`config.mk`:
```
export PLATFORM = sky130hd
export DESIGN_NAME = mem_port_arbiter
export DESIGN_NICKNAME = d
export VERILOG_FILES = /design/src/rtl/mem_port_arbiter.sv
export SDC_FILE = /design/constraint.sdc
export NUM_CORES = 1
export LEC_CHECK = 0
export CAP_MARGIN = 20
export CORE_MARGIN = 2
export CORE_UTILIZATION = 29
export DETAILED_ROUTE_END_ITERATION = 8
export PLACE_DENSITY = 0.66
export SLEW_MARGIN = 20
export SYNTH_ARGS = -nofsm -noshare
export SYNTH_HDL_FRONTEND = slang
export SYNTH_SLANG_ARGS = --single-unit
```
`constraint.sdc`:
```
create_clock -name clock -period 6.57 [get_ports clock]
set_clock_uncertainty 0.1 [all_clocks]
set_input_delay 1.314 -clock clock [delete_from_list [all_inputs] [get_ports clock]]
set_output_delay 1.314 -clock clock [all_outputs]
set_load 0.01 [all_outputs]
```
`src/rtl/mem_port_arbiter.sv`:
```
// Arbitrates one single-port fixed-latency memory between the instruction refill
// path (read-only) and the data load/store path, returning read data with an ack pulse.
module mem_port_arbiter #(
    parameter int dataW      = 32,
    parameter int MemLatency = 1,
    parameter int StarvLimit = 4
) (
    input  logic             clock,
    input  logic             reset,
    input  logic             InsReq,
    input  logic [dataW-1:0] InsAddr,
    output logic             InsAck,
    input  logic             DataReq,
    input  logic             DataWe,
    input  logic [dataW-1:0] DataAddr,
    input  logic [dataW-1:0] DataWrData,
    output logic             DataAck,
    output logic [dataW-1:0] RdData,
    output logic [dataW-1:0] MemAddr,
    output logic [dataW-1:0] MemWrData,
    output logic             MemRdEn,
    output logic             MemWrEn,
    input  logic [dataW-1:0] MemRdData,
    output logic             ArbBusy
);

    // state | meaning
    // IDLE  | sample requests, pick a winner and latch its transaction
    // ISSUE | drive one memory enable cycle
    // WAIT  | count down memory read latency, capture read data at zero
    // DONE  | pulse the owner's acknowledge
    typedef enum logic [1:0] {IDLE, ISSUE, WAIT, DONE} state_t;

    localparam int                StarvW   = $clog2(StarvLimit + 1);
    localparam logic [StarvW-1:0] StarvMax = StarvW'(StarvLimit);
    localparam logic [3:0]        LatLoad  = 4'(MemLatency - 1);

    state_t            state;
    state_t            state_nxt;
    logic              owner_ins;
    logic              wr_flag;
    logic [3:0]        lat_cnt;
    logic [StarvW-1:0] starv_cnt;
    logic              grant_ins;
    logic              grant_data;

    always_ff @(posedge clock or posedge reset) begin
        if (reset) begin
            state <= IDLE;
        end else begin
            state <= state_nxt;
        end
    end

    always_comb begin
        // Data wins contention until the instruction side has waited StarvLimit grants.
        grant_ins  = InsReq && (!DataReq || (starv_cnt == StarvMax));
        grant_data = DataReq && !grant_ins;
        state_nxt  = state;
        MemRdEn    = 1'b0;
        MemWrEn    = 1'b0;
        InsAck     = 1'b0;
        DataAck    = 1'b0;
        ArbBusy    = (state != IDLE);
        case (state)
            IDLE: begin
                if (grant_ins || grant_data) begin
                    state_nxt = ISSUE;
                end
            end
            ISSUE: begin
                MemRdEn   = !wr_flag;
                MemWrEn   = wr_flag;
                state_nxt = wr_flag ? DONE : WAIT;
            end
            WAIT: begin
                if (lat_cnt == 4'd0) begin
                    state_nxt = DONE;
                end
            end
            DONE: begin
                InsAck    = owner_ins;
                DataAck   = !owner_ins;
                state_nxt = IDLE;
            end
            default: state_nxt = IDLE;
        endcase
    end

    always_ff @(posedge clock or posedge reset) begin
        if (reset) begin
            owner_ins <= 1'b0;
            wr_flag   <= 1'b0;
            lat_cnt   <= 4'd0;
            starv_cnt <= '0;
            MemAddr   <= '0;
            MemWrData <= '0;
            RdData    <= '0;
        end else begin
            case (state)
                IDLE: begin
                    if (grant_ins) begin
                        owner_ins <= 1'b1;
                        wr_flag   <= 1'b0;
                        MemAddr   <= InsAddr;
                        starv_cnt <= '0;
                    end else if (grant_data) begin
                        owner_ins <= 1'b0;
                        wr_flag   <= DataWe;
                        MemAddr   <= DataAddr;
                        MemWrData <= DataWrData;
                        if (InsReq && (starv_cnt != StarvMax)) begin
                            starv_cnt <= starv_cnt + StarvW'(1);
                        end
                    end
                end
                ISSUE: begin
                    lat_cnt <= LatLoad;
                end
                WAIT: begin
                    if (lat_cnt == 4'd0) begin
                        RdData <= MemRdData;
                    end else begin
                        lat_cnt <= lat_cnt - 4'd1;
                    end
                end
                default: ;
            endcase
        end
    end

endmodule

```
==> results.ini <==
[worst_hold_path]
min_path_type=register to register
hold_start=MemWrData[13]

[floorplanning]
rows=47
io_pins=234
dieHeight_um=133
dieWidth_um=133
initial_utilization=0.295
core_sq_um=16500
dieArea_sq_um=17800

[timing]
relSlewSlack=0.499
rsz0062_at_grt=no
fin_crit_ns=3.32
final-max-slew-violation-count=0
hold_viol=0
fin_crit_sh=0.505
fmax_mhz=301
finalSetupViolCount=0
setup_tns_ns=0
worst_pin_slew_ns=0.751

[setup_path]
critPathLaunchType=register
critPathBufInv=2
cp-end-kind=primary output
cpPeakStageDelay_ns=0.60
cp_cell_sequence=inv_1 -> ha_1 -> and2_1 -> clkdlybuf4s50_1
cp_top_family=buffers and inverters
slowest_stage=clkdlybuf4s50_1
crit_start=state[1]
r2r_start=state[0]
critical_path.max_fanout=5
worstSetupPathType=register to primary output
required_ns=5.16
arrival_ns=1.90

[grt]
grt_pass1_wl_um=21200
track_usage=0.151
grt_pass1_vias=4145
grt_max_degree=58
antenna_found_initial=0
gr-total-overflow=0

[job]
maxCapViolCount=0

[cells_and_area]
nFillCells=1473
multi_input_area_sq_um=1970
antennaDiodeCount=0
nNetsFinal=754
design_area_sq_um=7670
regArea_sq_um=2680
final_cell_mix=clkdlybuf4s50_1 (233), dfrtp_1 (107), nand2_1 (73)
area_growth_pct=58.0
final_common_cell=clkdlybuf4s50_1
layout-drive-gt1-share=0.186

[route]
antenna_left=0
drt-pass1-iter-count=4
route.detailed.drc=0
avgRoutedWirePerCell_um=15.8
vias=3947
wirelength_um=13300
drt-initial-drc-count=219
vias_per_cell=4.70

[clock_network]
clk_pin_slew_worst_paths_ns=0.07
clock_latency_ns=0.35
cts_root_buf=clkbuf_16
ctsResizeCount=0
ctsHoldBuffers=0
cts_setup_buffers=0
ctsHtreeMaxLevel=3
clock-sinks=107
tritoncts=done
clock_path_buffers=2
cts_made_buffers=9

[synthesis]
yosysSeqAreaShare=0.552
synthTopCellsByArea=dfrtp_1 (55%), mux2_2 (13%), o211ai_2 (7.5%)
synth_top_cell_by_area=dfrtp_1
synthCells=393
yosys_warnings=0
async_flop_share=1.00
synth.distinct_cells=41
synth_edf_count=0
syn-num-nets=533
syn_area_sq_um=4850
avgSynthCellArea_sq_um=12.4
synth_seq_cells=107
synthFlopType=dfrtp_1
synth_top_area_frac=0.552

[power]
power.leakage_nw=3.14
ir_drop_v=0.000168
power_density_nw_per_um2=444

[placed_design]
io_buffers=233
placed_area_sq_um=7330
hpwl_um=9550
gp_congestion=0.836

[run_status]
status=finished clean

## metrics by stage
stage	power, mW	worst slack [ns]	hold WS, ns	util	std cells
floorplan	2.00	2.34	0.368	-	393
global placement	2.82	2.74	0.369	0.445	822
detailed placement	2.87	2.69	0.377	0.445	822
CTS	3.45	3.05	0.394	0.464	838
global route	3.62	3.16	0.408	0.466	839
finish	3.41	3.25	0.384	0.466	839
## flip-flops by register name (all words and copies together) (netlist names)
name / cells
MemAddr: 32
MemWrData: 32
RdData: 32
lat_cnt: 4
starv_cnt: 3
state: 2
owner_ins: 1
wr_flag: 1
## area by class of cell
cell class,instances,area share
Multi-Input combinational cell,247,0.257
Inverter,10,0.00522
Clock buffer,15,0.0362
Tap cell,220,0.0359
Clock inverter,1,0.00392
Sequential cell,107,0.349
Timing Repair Buffer,239,0.313
## Yosys cell counts, types with 2 or more instances
library cell	number
nor3_1	3
mux2_1	7
nand3_1	3
nand2b_1	3
mux2_2	58
buf_6	5
nor2_1	3
dfrtp_1	107
o211ai_2	29
nand4_1	32
inv_1	10
nand2_1	73
ha_1	7
mux2i_1	2
and2_1	2
nor2b_1	2
o21ai_1	2
buf_4	6
clkbuf_1	13
o211ai_1	3
buf_1	2
buf_2	2
## report_power, final
group          internal [mW]  switching, mW  leakage (nW)
Combinational          0.973          0.712          1.70
Clock                  0.328          0.234         0.150
Sequential             0.982          0.180          1.29
## path summary, 6_finish.rpt
check,slack (ns),endpoint,cells past startpoint
min in group asynchronous,1.30,RdData[22],2
worst max-delay path,3.25,MemWrEn,4
worst min register to register,0.38,MemWrData[13],1
worst max register to register,3.79,MemWrData[28],7
max in group asynchronous,3.85,RdData[19],3
worst min-delay path,0.38,MemWrData[13],1
## cells by family (layout without fill, tap and decap cells)
group,after synthesis,count (layout),share of synthesized area
flops,107,107,0.552
fa+ha+maj,7,7,0.0180
simple gates,125,125,0.124
mux,67,67,0.155
compound gates,47,47,0.106
buf+inv,39,265,0.0433
xor+xnor,1,1,0.00180
## metal layers
metal,up-vias,global-route usage,part of all wire
li1,1842,-,-
met1,1911,0.187,0.41
met2,173,0.249,0.50
met3,21,0.0373,0.064
met4,0,0.0691,0.022
met5,-,0,0
Note: power is estimated with default switching activity, not from simulation.
